==> config.mk <==
export PLATFORM = sky130hd
export DESIGN_NAME = pcie_dllp_rx
export DESIGN_NICKNAME = d
export VERILOG_FILES = /design/src/rtl/pcie_dllp_rx.sv
export SDC_FILE = /design/constraint.sdc
export NUM_CORES = 1
export LEC_CHECK = 0
export CORE_MARGIN = 4
export CORE_UTILIZATION = 43
export CTS_BUF_LIST = sky130_fd_sc_hd__clkbuf_4
export CTS_CLUSTER_DIAMETER = 80
export DETAILED_ROUTE_END_ITERATION = 7
export PLACE_DENSITY = 0.74
export REMOVE_ABC_BUFFERS = 1
export SLEW_MARGIN = 10
export SYNTH_ARGS = -nofsm -noshare
export SYNTH_HDL_FRONTEND = slang
export SYNTH_SLANG_ARGS = --single-unit
==> constraint.sdc <==
create_clock -name clk -period 5.5 [get_ports clk]
set_input_delay 0.55 -clock clk [delete_from_list [all_inputs] [get_ports clk]]
set_output_delay 0.55 -clock clk [all_outputs]
set_load 0.1 [all_outputs]
==> src/rtl/pcie_dllp_rx.sv <==
// pcie_dllp_rx -- receive-side DLLP decoder for the PCIe data link layer.
//
// Accepts one 6-byte DLLP per cycle and checks its CRC16. Ack/Nak DLLPs have
// their sequence numbers checked against the transmit window. The decoder
// tracks AckD_SEQ and runs the far-end flow-control init FSM that loads the
// credit limits. Every output is registered and updates one cycle after the
// DLLP is presented.
//
// Ports
//   clk            clock
//   rst_n          synchronous reset, active low
//   link_up_i      0 = DL_Inactive, all state forced to reset values
//   dllp_valid_i   a DLLP is present on dllp_i this cycle
//   dllp_i         [7:0] type, [31:8] payload bytes 1..3, [47:32] CRC bytes 4..5
//   next_tx_seq_i  NEXT_TRANSMIT_SEQ from the transmit side
//   ack_o, nak_o   single-cycle pulse for an accepted Ack / Nak
//   acknak_seq_o   sequence number of the Ack/Nak pulsed this cycle
//   ackd_seq_o     AckD_SEQ
//   fc_state_o     0 IDLE, 1 INIT1, 2 INIT2, 3 DONE
//   ph/nph/cplh_o  header credit limits for P / NP / Cpl
//   pd/npd/cpld_o  data credit limits for P / NP / Cpl
//   crc_err_o      pulse: CRC mismatch, DLLP dropped
//   seq_err_o      pulse: Ack/Nak sequence outside the window, DLLP dropped
//   unsup_o        pulse: good CRC but unknown type or foreign VC, DLLP dropped
module pcie_dllp_rx #(
    parameter logic [2:0]  VC_ID      = 3'd0,
    parameter int unsigned SEQ_WINDOW = 32'd2048
) (
    input  logic        clk,
    input  logic        rst_n,
    input  logic        link_up_i,
    input  logic        dllp_valid_i,
    input  logic [47:0] dllp_i,
    input  logic [11:0] next_tx_seq_i,
    output logic        ack_o,
    output logic        nak_o,
    output logic [11:0] acknak_seq_o,
    output logic [11:0] ackd_seq_o,
    output logic [1:0]  fc_state_o,
    output logic [7:0]  ph_o,
    output logic [7:0]  nph_o,
    output logic [7:0]  cplh_o,
    output logic [11:0] pd_o,
    output logic [11:0] npd_o,
    output logic [11:0] cpld_o,
    output logic        crc_err_o,
    output logic        seq_err_o,
    output logic        unsup_o
);

    typedef enum logic [1:0] {
        FC_IDLE  = 2'd0,
        FC_INIT1 = 2'd1,
        FC_INIT2 = 2'd2,
        FC_DONE  = 2'd3
    } fc_state_t;

    // CRC16 over DLLP bytes 0..3, byte 0 bit 0 shifted in first. The
    // remainder is inverted and bit-reversed within each CRC byte:
    // byte 4 carries remainder bits 8..15 (bit 7 = remainder bit 8),
    // byte 5 carries remainder bits 0..7  (bit 7 = remainder bit 0).
    function automatic logic [15:0] dllp_crc16(input logic [31:0] data_i);
        logic [15:0] lfsr;
        logic [15:0] mapped;
        logic        fb;
        lfsr   = 16'hFFFF;
        mapped = 16'h0000;
        for (int i = 0; i < 32; i++) begin
            fb   = lfsr[15] ^ data_i[i];
            lfsr = {lfsr[14:0], 1'b0};
            if (fb) begin
                lfsr = lfsr ^ 16'h100B;
            end else begin
                lfsr = lfsr;
            end
        end
        for (int i = 0; i < 8; i++) begin
            mapped[7 - i]  = ~lfsr[8 + i];
            mapped[15 - i] = ~lfsr[i];
        end
        return mapped;
    endfunction

    fc_state_t   state_q, state_d;
    logic [2:0]  flags_q, flags_d;
    logic [11:0] ackd_q, ackd_d;
    logic [11:0] acknak_seq_q, acknak_seq_d;
    logic        ack_q, ack_d, nak_q, nak_d;
    logic        crc_err_q, crc_err_d, seq_err_q, seq_err_d, unsup_q, unsup_d;
    logic [7:0]  ph_q, ph_d, nph_q, nph_d, cplh_q, cplh_d;
    logic [11:0] pd_q, pd_d, npd_q, npd_d, cpld_q, cpld_d;

    logic [7:0]  type_s;
    logic        crc_ok_s;
    logic        is_ack_s, is_nak_s, is_fc_s;
    logic        is_init1_s, is_init2_s, is_update_s;
    logic [1:0]  fc_sel_s;
    logic [11:0] seq_s, dist_s;
    logic        in_win_s;
    logic [7:0]  hdr_s;
    logic [11:0] data_s;
    logic        load_s;
    logic        unused_scale_bits_s;

    assign type_s   = dllp_i[7:0];
    assign seq_s    = {dllp_i[19:16], dllp_i[31:24]};
    assign hdr_s    = {dllp_i[13:8], dllp_i[23:22]};
    assign data_s   = {dllp_i[19:16], dllp_i[31:24]};
    assign fc_sel_s = type_s[5:4];
    // Scale fields are not supported; only unscaled credits are decoded.
    assign unused_scale_bits_s = ^{dllp_i[15:14], dllp_i[21:20]};

    // Combinational DLLP classification and sequence-window check.
    always_comb begin
        crc_ok_s    = (dllp_i[47:32] == dllp_crc16(dllp_i[31:0]));
        is_ack_s    = (type_s == 8'h00);
        is_nak_s    = (type_s == 8'h10);
        // FC types: [7:6] selects InitFC1/UpdateFC/InitFC2, [5:4] selects
        // P/NP/Cpl, [3] must be zero and [2:0] is the VC.
        is_fc_s     = (type_s[7:6] != 2'b00) && (fc_sel_s != 2'b11) &&
                      (type_s[3] == 1'b0) && (type_s[2:0] == VC_ID);
        is_init1_s  = is_fc_s && (type_s[7:6] == 2'b01);
        is_update_s = is_fc_s && (type_s[7:6] == 2'b10);
        is_init2_s  = is_fc_s && (type_s[7:6] == 2'b11);
        dist_s      = next_tx_seq_i - 12'd1 - seq_s;
        in_win_s    = ({20'd0, dist_s} < SEQ_WINDOW);
    end

    // Next-state for the FC FSM, AckD_SEQ, pulses and credit limits.
    always_comb begin
        state_d      = state_q;
        flags_d      = flags_q;
        ackd_d       = ackd_q;
        acknak_seq_d = acknak_seq_q;
        ack_d        = 1'b0;
        nak_d        = 1'b0;
        crc_err_d    = 1'b0;
        seq_err_d    = 1'b0;
        unsup_d      = 1'b0;
        ph_d         = ph_q;
        nph_d        = nph_q;
        cplh_d       = cplh_q;
        pd_d         = pd_q;
        npd_d        = npd_q;
        cpld_d       = cpld_q;
        load_s       = 1'b0;

        if (!link_up_i) begin
            state_d      = FC_IDLE;
            flags_d      = 3'b000;
            ackd_d       = 12'hFFF;
            acknak_seq_d = 12'h000;
            ph_d         = 8'h00;
            nph_d        = 8'h00;
            cplh_d       = 8'h00;
            pd_d         = 12'h000;
            npd_d        = 12'h000;
            cpld_d       = 12'h000;
        end else begin
            if (state_q == FC_IDLE) begin
                state_d = FC_INIT1;
            end else begin
                state_d = state_q;
            end

            if (!dllp_valid_i) begin
                load_s = 1'b0;
            end else if (!crc_ok_s) begin
                crc_err_d = 1'b1;
            end else if (is_ack_s || is_nak_s) begin
                if (in_win_s) begin
                    ack_d        = is_ack_s;
                    nak_d        = is_nak_s;
                    acknak_seq_d = seq_s;
                    ackd_d       = seq_s;
                end else begin
                    seq_err_d = 1'b1;
                end
            end else if (is_fc_s) begin
                // Accepted FC DLLPs never pulse; out-of-phase ones are silently ignored.
                case (state_q)
                    FC_INIT1: begin
                        if (is_init1_s || is_init2_s) begin
                            load_s = 1'b1;
                            case (fc_sel_s)
                                2'd0:    flags_d[0] = 1'b1;
                                2'd1:    flags_d[1] = 1'b1;
                                2'd2:    flags_d[2] = 1'b1;
                                default: flags_d    = flags_q;
                            endcase
                        end else begin
                            load_s = 1'b0;
                        end
                    end
                    FC_INIT2: begin
                        load_s = is_update_s;
                        if (is_init2_s || is_update_s) begin
                            state_d = FC_DONE;
                        end else begin
                            state_d = FC_INIT2;
                        end
                    end
                    FC_DONE: begin
                        load_s = is_update_s;
                    end
                    default: begin
                        load_s = 1'b0;
                    end
                endcase
            end else begin
                unsup_d = 1'b1;
            end

            // The last InitFC of INIT1 moves to INIT2 on the same edge it loads.
            if ((state_q == FC_INIT1) && (&flags_d)) begin
                state_d = FC_INIT2;
            end else begin
                state_d = state_d;
            end

            if (load_s) begin
                case (fc_sel_s)
                    2'd0: begin
                        ph_d = hdr_s;
                        pd_d = data_s;
                    end
                    2'd1: begin
                        nph_d = hdr_s;
                        npd_d = data_s;
                    end
                    2'd2: begin
                        cplh_d = hdr_s;
                        cpld_d = data_s;
                    end
                    default: begin
                        ph_d = ph_q;
                    end
                endcase
            end else begin
                ph_d = ph_d;
            end
        end
    end

    // State and output registers with synchronous active-low reset.
    always_ff @(posedge clk) begin
        if (!rst_n) begin
            state_q      <= FC_IDLE;
            flags_q      <= 3'b000;
            ackd_q       <= 12'hFFF;
            acknak_seq_q <= 12'h000;
            ack_q        <= 1'b0;
            nak_q        <= 1'b0;
            crc_err_q    <= 1'b0;
            seq_err_q    <= 1'b0;
            unsup_q      <= 1'b0;
            ph_q         <= 8'h00;
            nph_q        <= 8'h00;
            cplh_q       <= 8'h00;
            pd_q         <= 12'h000;
            npd_q        <= 12'h000;
            cpld_q       <= 12'h000;
        end else begin
            state_q      <= state_d;
            flags_q      <= flags_d;
            ackd_q       <= ackd_d;
            acknak_seq_q <= acknak_seq_d;
            ack_q        <= ack_d;
            nak_q        <= nak_d;
            crc_err_q    <= crc_err_d;
            seq_err_q    <= seq_err_d;
            unsup_q      <= unsup_d;
            ph_q         <= ph_d;
            nph_q        <= nph_d;
            cplh_q       <= cplh_d;
            pd_q         <= pd_d;
            npd_q        <= npd_d;
            cpld_q       <= cpld_d;
        end
    end

    assign ack_o        = ack_q;
    assign nak_o        = nak_q;
    assign acknak_seq_o = acknak_seq_q;
    assign ackd_seq_o   = ackd_q;
    assign fc_state_o   = state_q;
    assign ph_o         = ph_q;
    assign nph_o        = nph_q;
    assign cplh_o       = cplh_q;
    assign pd_o         = pd_q;
    assign npd_o        = npd_q;
    assign cpld_o       = cpld_q;
    assign crc_err_o    = crc_err_q;
    assign seq_err_o    = seq_err_q;
    assign unsup_o      = unsup_q;

endmodule

==> results of run 1 <==
## registers in the layout (all words and copies together) (netlist names)
register	flops
ackd_seq_o	12
crc_err_o	1
nph_o	8
unsup_o	1
seq_err_o	1
fc_state_o	2
ph_o	8
ack_o	1
npd_o	12
flags_q	3
pd_o	12
nak_o	1
cplh_o	8
cpld_o	12
acknak_seq_o	12
## stage by stage
stage | setup WS (ps) | power (mW) | util [%]
after floorplan | -1310 | 1.64 | -
after global placement | 208 | 1.87 | 58.5
after detailed placement | 162 | 1.89 | 58.5
after CTS | 664 | 2.29 | 59.8
after global routing | 373 | 2.41 | 59.8
final | 567 | 2.27 | 59.8
## routing by layer
metal	vias to the layer above	global-route usage, %	part of all wire, %	wire [um]
li1	2130	-	-	-
met1	2109	27.0	43	6490
met2	129	35.2	49	7260
met3	18	5.75	6.9	1030
met4	0	5.58	1.2	176
met5	-	0	0	0
## kinds of logic (layout without fill, tap and decap cells)
group,after synthesis,in the layout,synth area share (%)
flip-flops,94,94,35.4
AO/OA/AOI/OAI,62,62,7.01
multiplexers,66,66,12.4
AND/OR/NAND/NOR,146,146,12.9
adder cells (fa/ha/maj),12,12,2.82
XOR/XNOR,109,109,25.2
buffers and inverters,49,201,4.26
## cell usage in the layout (no fill, tap or decap), types with 3 or more instances in the layout
master and instances:
sky130_fd_sc_hd__buf_12 3, sky130_fd_sc_hd__inv_1 17, sky130_fd_sc_hd__mux2i_1 66, sky130_fd_sc_hd__xnor3_1 21, sky130_fd_sc_hd__dfxtp_1 94, sky130_fd_sc_hd__nor4_1 3, sky130_fd_sc_hd__clkbuf_4 9, sky130_fd_sc_hd__nand2_1 9
sky130_fd_sc_hd__and3_1 5, sky130_fd_sc_hd__or4_1 3, sky130_fd_sc_hd__xnor2_1 66, sky130_fd_sc_hd__nor3_1 4, sky130_fd_sc_hd__clkinvlp_4 4, sky130_fd_sc_hd__o21ai_1 6, sky130_fd_sc_hd__ha_1 12, sky130_fd_sc_hd__buf_4 11
sky130_fd_sc_hd__xor2_1 15, sky130_fd_sc_hd__nand3_1 29, sky130_fd_sc_hd__o21ai_0 21, sky130_fd_sc_hd__nor2_1 73, sky130_fd_sc_hd__a21oi_1 16, sky130_fd_sc_hd__xor3_1 3, sky130_fd_sc_hd__o21a_1 8, sky130_fd_sc_hd__clkdlybuf4s50_1 154
## cell type report
| cell class | count | area [um2] |
|---|---|---|
| clock inverter | 7 | 80.1 |
| sequential | 94 | 1880 |
| tap | 168 | 210 |
| fill | 1057 | 4850 |
| clock buffer | 9 | 67.6 |
| inverter | 17 | 63.8 |
| multi-input combinational | 395 | 3220 |
| timing repair buffer | 168 | 1680 |
## worst max-delay path by stage
stage	from	to	cells past startpoint
floorplan	dllp_i[1]	cpld_o[0]$_SDFFE_PN0P_	13
global placement	dllp_i[3]	cpld_o[4]$_SDFFE_PN0P_	16
detailed placement	dllp_i[3]	cplh_o[1]$_SDFFE_PN0P_	16
CTS	dllp_i[3]	cplh_o[5]$_SDFFE_PN0P_	16
global route	dllp_i[3]	ackd_seq_o[3]$_SDFFE_PN1P_	15
finish	dllp_i[3]	ackd_seq_o[10]$_SDFFE_PN1P_	15
## tightest hold or removal path, stage by stage, from the launching register on
cell and delay [ps]:
sky130_fd_sc_hd__dfxtp_1 340, sky130_fd_sc_hd__o21ai_1 60, sky130_fd_sc_hd__a21oi_1 60
## power breakdown
part           internal (mW)  leakage, nW  switching (mW)
logic                  0.607         1.79           0.587
clock network          0.143       0.0667           0.250
registers              0.682        0.758        0.000402
==> flow_summary.toml, run 1 <==
[synthesis]
synthesis.instances = 538
post-synth-top-count-cell = "sky130_fd_sc_hd__dfxtp_1"
yosys_register_bits = 94
synth_top_flop_cell = "sky130_fd_sc_hd__dfxtp_1"
synth-async-reset-ratio_pct = 0
netlist.area_leader.share_pct = 35.4
area_contributors_post_synth = "sky130_fd_sc_hd__dfxtp_1, sky130_fd_sc_hd__mux2i_1, sky130_fd_sc_hd__xnor2_1"
synth_edf_count = 0
synth_area_um2 = 5320
synth_top_cell_by_area = "sky130_fd_sc_hd__dfxtp_1"
synthesis.yosys.warnings = 0
seq_total_area_yosys_pct = 35.4
syn_avg_cell_area_um2 = 9.88
synthDistinctLibCells = 48
synthTopCellsByCount = "sky130_fd_sc_hd__dfxtp_1, sky130_fd_sc_hd__nor2_1, sky130_fd_sc_hd__mux2i_1, sky130_fd_sc_hd__xnor2_1, sky130_fd_sc_hd__nand3_1"

[placement]
post-place-cells = 842
gp_congestion = 0.904
portBuffers = 154
hpwl_mm = 11.4
placement.cell_area_um2 = 7060

[min_path]
hold_path_startpoint = "acknak_seq_o[10]$_SDFFE_PN0P_"
timing.hold.worst.class = "flop to flop"
worstHoldPathCells = 2
capture_endpoint_of_the_worst_hold_path = "acknak_seq_o[10]$_SDFFE_PN0P_"

[worst_setup_path]
critPathRequiredTime_ps = 5810
slowest_stage = "sky130_fd_sc_hd__clkdlybuf4s50_1"
timing.reg2reg.setup_slack_ps = 3300
worst_r2r_path_depth = 8
cpPeakStageDelay_ps = 700
crit_chain = "clkdlybuf4s50_1 -> inv_1 -> ha_1 -> xnor3_1 -> xnor2_1 -> xnor2_1 -> xnor2_2 -> xnor3_1 -> mux2i_1 -> a2111oi_1 -> o2111ai_1 -> buf_4 -> or2_1 -> o21ai_0 -> nand3_1"
cp_max_fo = 24
timing_worst_setup_path_type = "input port to flop"
sort_of_element_at_the_start_of_the_critical_path = "input port"
rr_endpoint = "pd_o[5]$_SDFFE_PN0P_"
gate_family_responsible_for_the_most_delay_along_the_worst_path = "XOR/XNOR gates"
worstSetupEndpointType = "flop"
crit-reg2reg-launch = "fc_state_o[0]$_SDFF_PP0_"
worstPathArrival_ps = 5250
timing.critical_path.buf_inv = 3

[clock_network]
worstSkewPairLatency_ps = 450
ctsRootBufferMaster = "sky130_fd_sc_hd__clkbuf_4"
cts_post_setup_buffers_inserted = 0
cts-htree-levels = 3
cts_resized = 0
path_clk_slew_ps = 140
cts_tree = "yes"
cts_num_sinks = 94
holdBufCountCts = 0
tritoncts.num_buffers = 9
max-clock-path-buffers = 2

[sta]
min_period_over_period_pct = 89.7
maxClockFrequency_ghz = 0.203
final.hold.worst_slack_ps = 490
setup-tns-final_ps = 0
final-hold-violation-count = 0
tightest_slew_ps = 1010
fin_worst_skew_ps = 18.0
max_slew_margin_pct = 32.3
timing.final.max_slew_violations = 0
finalSetupViolations = 0
setup_repair_after_global_routing_missed_its_margin = "false"
fin_crit_period_ps = 4930

[flow_run]
count_of_maximum_capacitance_violations = 0

[floorplan]
num_rows = 40
fp.coreArea_um2 = 12100
die_height_um = 119
floorplan.initialDensity_pct = 44.1
chipWidth_um = 119
die_area_um2 = 14200
ioPinCount = 155

[detailed_routing]
detail_route.vias_per_cell = 5.11
via_count = 4386
routed_wirelength_normalized_by_instance_count_um = 17.4
drc = 0
firstDrtPassIters = 5
drt_iter0_drc = 277
detail-route-antenna-nets = 0
drt_wl_total_mm = 15.0

[cells_and_area]
post_route_cells_drive_above_1_share_pct = 5.80
layoutNonFillerInstCount = 858
layout.nets = 761
area_growth_syn_to_layout_pct = 35.6
n_antenna_cell = 0
final_area_um2 = 7210

[global_route]
vias_in_the_first_global_route = 4490
antenna_found_initial = 0
overflow = 0
grt_pass1_wl_mm = 23.7
grt_max_degree = 74
grtUsageTotal_pct = 21.1

[power_and_ir_drop]
power_per_cell_area_nw_per_um2 = 315
maximum_vdd_ir_drop_mv = 0.185
leakage_nw = 2.61

[outcome]
outcome = "finished clean"
Power figures use the tool's default switching activity.
==> run 2, diff against run 1 <==
--- a/config.mk
+++ b/config.mk
@@ -5,12 +5,13 @@
 export SDC_FILE = /design/constraint.sdc
 export NUM_CORES = 1
 export LEC_CHECK = 0
+export ABC_AREA = 1
 export CORE_MARGIN = 4
 export CORE_UTILIZATION = 43
 export CTS_BUF_LIST = sky130_fd_sc_hd__clkbuf_4
 export CTS_CLUSTER_DIAMETER = 80
 export DETAILED_ROUTE_END_ITERATION = 7
-export PLACE_DENSITY = 0.74
+export PLACE_DENSITY = 0.71
 export REMOVE_ABC_BUFFERS = 1
 export SLEW_MARGIN = 10
 export SYNTH_ARGS = -nofsm -noshare
==> run 2 against run 1 <==
- setup slack gained 770 ps
- cell area grew 15%
- via count grew 58%
- clock power grew 11%
- combinational power shrank 34%
- clock skew shrank 3.5 ps
- first-iteration DRC count grew 38%
- largest cell class unchanged
- largest power group unchanged
==> flow_summary.toml, run 2 <==
[detailed_routing]
drc = 0
firstDrtPassIters = 7
drt_wl_total_mm = 19.1
via_count = 6934
detail_route.vias_per_cell = 4.79
routed_wirelength_normalized_by_instance_count_um = 13.2
drt_iter0_drc = 381
detail-route-antenna-nets = 0

[floorplan]
ioPinCount = 155
die_height_um = 131
floorplan.initialDensity_pct = 44.4
chipWidth_um = 131
num_rows = 44
die_area_um2 = 17200
fp.coreArea_um2 = 14700

[global_route]
grt_pass1_wl_mm = 31.5
vias_in_the_first_global_route = 6512
grtUsageTotal_pct = 22.2
grt_max_degree = 41
antenna_found_initial = 0
overflow = 0

[min_path]
timing.hold.worst.class = "flop to flop"
hold_path_startpoint = "flags_q[2]$_SDFF_PN0_"

[placement]
hpwl_mm = 15.0
gp_congestion = 0.921
placement.cell_area_um2 = 8140
portBuffers = 154

[worst_setup_path]
critical_path.startpoint = "dllp_i[2]"
cpPeakStageDelay_ps = 610
critPathRequiredTime_ps = 5920
worstPathArrival_ps = 4580
slowest_stage = "sky130_fd_sc_hd__clkdlybuf4s50_1"
timing_worst_setup_path_type = "input port to flop"
worstSetupEndpointType = "flop"
timing.critical_path.buf_inv = 4
cp_max_fo = 40
crit-reg2reg-launch = "fc_state_o[1]$_SDFF_PN0_"
cp_common_cell = "sky130_fd_sc_hd__nand2_1"
gate_family_responsible_for_the_most_delay_along_the_worst_path = "simple AND/OR/NAND/NOR gates"
sort_of_element_at_the_start_of_the_critical_path = "input port"

[cells_and_area]
area_growth_syn_to_layout_pct = 27.4
mostFrequentLayoutCells = "sky130_fd_sc_hd__nand2_1, sky130_fd_sc_hd__clkdlybuf4s50_1, sky130_fd_sc_hd__nor2_1"
final_area_um2 = 8310
layout_commonest_cell = "sky130_fd_sc_hd__nand2_1"
multi_input_comb_area_um2 = 3840
post_route_cells_drive_above_1_share_pct = 8.85
area.sequential_um2 = 1880
utilization_pct = 56.5
n_antenna_cell = 0
fill_cells = 1479
layout.nets = 1337

[power_and_ir_drop]
totalPowerFinal_mw = 1.90
power_per_cell_area_nw_per_um2 = 229
leakage_nw = 4.52
maximum_vdd_ir_drop_mv = 0.120

[sta]
finalSetupViolations = 0
fin_crit_period_ps = 4170
timing.final.max_slew_violations = 0
final-hold-violation-count = 0
max_slew_margin_pct = 31.1
maxClockFrequency_ghz = 0.240
tightest_slew_ps = 1030
final.hold.worst_slack_ps = 472
min_period_over_period_pct = 75.8
fin_worst_skew_ps = 14.5
setup-tns-final_ps = 0
setup_repair_after_global_routing_missed_its_margin = "false"

[synthesis]
combinational_family_with_the_most_area_after_synthesis = "simple AND/OR/NAND/NOR gates"
synth_top_cell_by_area = "sky130_fd_sc_hd__dfxtp_1"
synthAdderAreaFrac_pct = 2.30
synthTopCellsByCount = "sky130_fd_sc_hd__nand2_1, sky130_fd_sc_hd__nor2_1, sky130_fd_sc_hd__inv_1"
muxShareOfSynthArea_pct = 0
synthesis.instances = 1120
synth_top_flop_cell = "sky130_fd_sc_hd__dfxtp_1"
syn_avg_cell_area_um2 = 5.82
synth-simple-area-share_pct = 53.1
seq_total_area_yosys_pct = 28.9
synth_edf_count = 0
synth-async-reset-ratio_pct = 0
area_contributors_post_synth = "sky130_fd_sc_hd__dfxtp_1, sky130_fd_sc_hd__nand2_1, sky130_fd_sc_hd__nand3_1"
netlist.area_leader.share_pct = 28.9
yosys_register_bits = 94
synthesis.yosys.warnings = 0
synth_area_um2 = 6520
synth_compound_gate_area_share_pct = 2.30
synthDistinctLibCells = 30
xor_and_xnor_fraction_of_the_mapped_netlist_area_pct = 1.21
post-synth-top-count-cell = "sky130_fd_sc_hd__nand2_1"

[clock_network]
cts_post_setup_buffers_inserted = 0
worstSkewPairLatency_ps = 460
tritoncts.num_buffers = 9
cts_tree = "yes"
max-clock-path-buffers = 2
holdBufCountCts = 0
path_clk_slew_ps = 150
ctsRootBufferMaster = "sky130_fd_sc_hd__clkbuf_4"
cts_num_sinks = 94
cts_resized = 0
cts-htree-levels = 3

[outcome]
outcome = "finished clean"

[flow_run]
count_of_maximum_capacitance_violations = 0
-- run 2: worst reg2reg max path, cell delays in order (launching register included) --
cell,delay [ps]
sky130_fd_sc_hd__dfxtp_1,380
sky130_fd_sc_hd__nor2_1,150
sky130_fd_sc_hd__nand2_1,150
sky130_fd_sc_hd__a21oi_4,260
sky130_fd_sc_hd__nand2_4,310
sky130_fd_sc_hd__nand2_1,190
sky130_fd_sc_hd__nand2_1,60
sky130_fd_sc_hd__nor2_1,110
-- run 2: final cells by class --
type,instances,share of cell area (%)
well taps,184,2.77
clock buffers,9,0.813
repair buffers,158,18.9
clock inverters,6,1.16
multi-input cells,834,46.3
flip-flops and latches,94,22.7
inverters,164,7.41
-- run 2: worst paths after layout --
kind                                end  slack [ps]  cells past startpoint
hold reg to reg   flags_q[2]$_SDFF_PN0_         470                      2
setup reg to reg  nph_o[1]$_SDFFE_PN0P_        3840                      7
hold / removal    flags_q[2]$_SDFF_PN0_         470                      2
setup / recovery  nph_o[1]$_SDFFE_PN0P_        1330                     30
-- run 2: where the power goes --
part	internal [mW]	total [mW]	switching, mW
Sequential	0.682	0.682	0.000224
Clock	0.186	0.436	0.250
Combinational	0.263	0.781	0.517
-- run 2: kinds of logic (layout without fill, tap and decap cells) --
kind of cell	Yosys count	after routing
and+or+nand+nor	786	786
buffers and inverters	192	337
DFF	94	94
AOI/OAI and AO/OA	27	27
adders and majority gates	12	12
xor gates and xnor gates	9	9
-- run 2: stage by stage --
stage | std cells | worst slack (ps)
2_1_floorplan | 1092 | 2110
4_1_cts | 1449 | 1360
6_report | 1449 | 1330
5_1_grt | 1449 | 900
3_3_place_gp | 1434 | 957
3_5_place_dp | 1434 | 832
-- run 2: metal layers --
metal / global-route usage (%) / wire length, um / share of wire [%] / up-vias
li1: - / - / - / 3676
met1: 28.0 / 8660 / 45 / 3042
met2: 36.6 / 8530 / 45 / 193
met3: 7.03 / 1610 / 8.4 / 23
met4: 6.18 / 333 / 1.7 / 0
met5: 0 / 0 / 0 / -
==> run 3, diff against run 2 <==
--- a/config.mk
+++ b/config.mk
@@ -11,7 +11,7 @@
 export CTS_BUF_LIST = sky130_fd_sc_hd__clkbuf_4
 export CTS_CLUSTER_DIAMETER = 80
 export DETAILED_ROUTE_END_ITERATION = 7
-export PLACE_DENSITY = 0.71
+export PLACE_DENSITY = 0.73
 export REMOVE_ABC_BUFFERS = 1
 export SLEW_MARGIN = 10
 export SYNTH_ARGS = -nofsm -noshare
==> constraint.sdc (replaced) <==
create_clock -name clk -period 3.4 [get_ports clk]
set_input_delay 0.34 -clock clk [delete_from_list [all_inputs] [get_ports clk]]
set_output_delay 0.34 -clock clk [all_outputs]
set_load 0.1 [all_outputs]
==> run 3 against run 2 <==
- cell area rose by 16%
- sequential power rose by 61%
- register-to-register slack got worse by 2100 ps
- flip-flop and latch count did not move
- non-clock buffer count rose by 121
- global-route usage rose by 2.2 points
- critical endpoint is now ph_o[5]$_SDFFE_PN0P_
- largest cell class unchanged
- highest routed layer unchanged
==> flow_summary.toml, run 3 (synthesized netlist as in run 2, its figures left out) <==
[power_and_ir_drop]
maximum_vdd_ir_drop_mv = 0.245
leakage_nw = 5.33
power_per_cell_area_nw_per_um2 = 349

[detailed_routing]
drc = 0
detail_route.vias_per_cell = 4.86
firstDrtPassIters = 6
routed_wirelength_normalized_by_instance_count_um = 14.2
drt_wl_total_mm = 22.3
via_count = 7629
drt_iter0_drc = 482
detail-route-antenna-nets = 0

[worst_setup_path]
worstSetupEndpointType = "flop"
cp_max_fo = 6
critPathRequiredTime_ps = 3830
cpPeakStageDelay_ps = 260
slowest_stage = "sky130_fd_sc_hd__dlygate4sd2_1"
worstPathArrival_ps = 3640
timing_worst_setup_path_type = "input port to flop"
sort_of_element_at_the_start_of_the_critical_path = "input port"
cp_common_cell = "sky130_fd_sc_hd__nand2_1"

[sta]
fin_worst_skew_ps = 16.5
fin_crit_period_ps = 3200
min_period_over_period_pct = 94.3
finalSetupViolations = 0
setup-tns-final_ps = 0
timing.final.max_slew_violations = 0
maxClockFrequency_ghz = 0.312
max_slew_margin_pct = 29.0
final-hold-violation-count = 0
final_critical_path_setup_slack_ps = 195
tightest_slew_ps = 1060

[floorplan]
num_rows = 44
chipWidth_um = 131
fp.coreArea_um2 = 14700
die_area_um2 = 17200
ioPinCount = 155
die_height_um = 131
floorplan.initialDensity_pct = 44.4

[global_route]
grtUsageTotal_pct = 24.3
overflow = 0
grt_pass1_wl_mm = 34.4
grt_max_degree = 41
antenna_found_initial = 0
vias_in_the_first_global_route = 6952

[clock_network]
cts-htree-levels = 3
cts_num_sinks = 94
path_clk_slew_ps = 160
cts_tree = "yes"
tritoncts.num_buffers = 9
max-clock-path-buffers = 2
worstSkewPairLatency_ps = 480
ctsRootBufferMaster = "sky130_fd_sc_hd__clkbuf_4"
holdBufCountCts = 0

[cells_and_area]
layout_commonest_cell = "sky130_fd_sc_hd__nand2_1"
n_antenna_cell = 0
final_area_um2 = 9640
fill_cells = 1346
layout.nets = 1458
mostFrequentLayoutCells = "sky130_fd_sc_hd__nand2_1, sky130_fd_sc_hd__nor2_1, sky130_fd_sc_hd__inv_1"
area_growth_syn_to_layout_pct = 47.8
layoutNonFillerInstCount = 1571
post_route_cells_drive_above_1_share_pct = 20.7

[flow_run]
count_of_maximum_capacitance_violations = 0

[placement]
hpwl_mm = 16.8
post-place-cells = 1541
placement.cell_area_um2 = 9010
portBuffers = 154
gp_congestion = 0.951
dp_slack_ps = -704

[outcome]
outcome = "finished clean"

[min_path]
timing.hold.worst.class = "input port to flop"
[run 3: path summary, 6_finish.rpt]
path	start	endpoint	slack, ps	depth (start not counted)
worst max-delay path	dllp_i[2]	ph_o[5]$_SDFFE_PN0P_	200	32
worst min-delay path	dllp_i[11]	ph_o[5]$_SDFFE_PN0P_	280	3
worst max register to register	fc_state_o[0]$_SDFF_PP0_	ph_o[5]$_SDFFE_PN0P_	1710	10
worst min register to register	flags_q[0]$_SDFF_PN0_	flags_q[0]$_SDFF_PN0_	470	2
[run 3: report_power, final]
group	total, mW	switching, mW	internal [mW]
clock network	0.654	0.416	0.238
logic	1.61	0.973	0.636
registers	1.10	0.000354	1.10
total	3.37	1.39	1.98
[run 3: worst max-delay path: cells and delay by family]
kind	cells	cell delay (ps)
buf+inv	6	890
compound gates	1	200
simple gates	25	2150
[run 3: layer usage]
| layer | up-vias | routed length, um | GRT usage (%) |
|---|---|---|---|
| met1 | 3417 | 9520 | 30.3 |
| met3 | 45 | 1960 | 8.41 |
| li1 | 3917 | - | - |
| met4 | 0 | 454 | 6.53 |
| met2 | 250 | 10400 | 40.3 |
| met5 | - | 0 | 0 |
[run 3: layout make-up]
type | count | area [um2] | share of cell area, %
clock buffer | 10 | 75.1 | 0.779
clock inverter | 6 | 68.8 | 0.714
inverter | 164 | 621 | 6.44
multi-input combinational | 834 | 4100 | 42.6
sequential | 94 | 1880 | 19.5
tap | 184 | 230 | 2.39
timing repair buffer | 279 | 2660 | 27.6
[run 3: repair_timing]
item | 4_1_cts | 5_1_grt
gates cloned | 1 | 3
endpoints found under the setup margin | 84 | 89
hold endpoints to repair | 0 | 0
setup buffers | 3 | 7
pin swaps | 10 | 22
gates resized for setup | 26 | 72
[run 3: per-stage QoR]
| step | hold slack [ps] | util [%] | total power [mW] |
|---|---|---|---|
| global route | 244 | 65.6 | 3.60 |
| finish | 283 | 65.6 | 3.37 |
| detailed placement | 452 | 61.3 | 2.57 |
| floorplan | 436 | - | 2.05 |
| CTS | 473 | 63.3 | 3.26 |
| global placement | 443 | 61.3 | 2.54 |
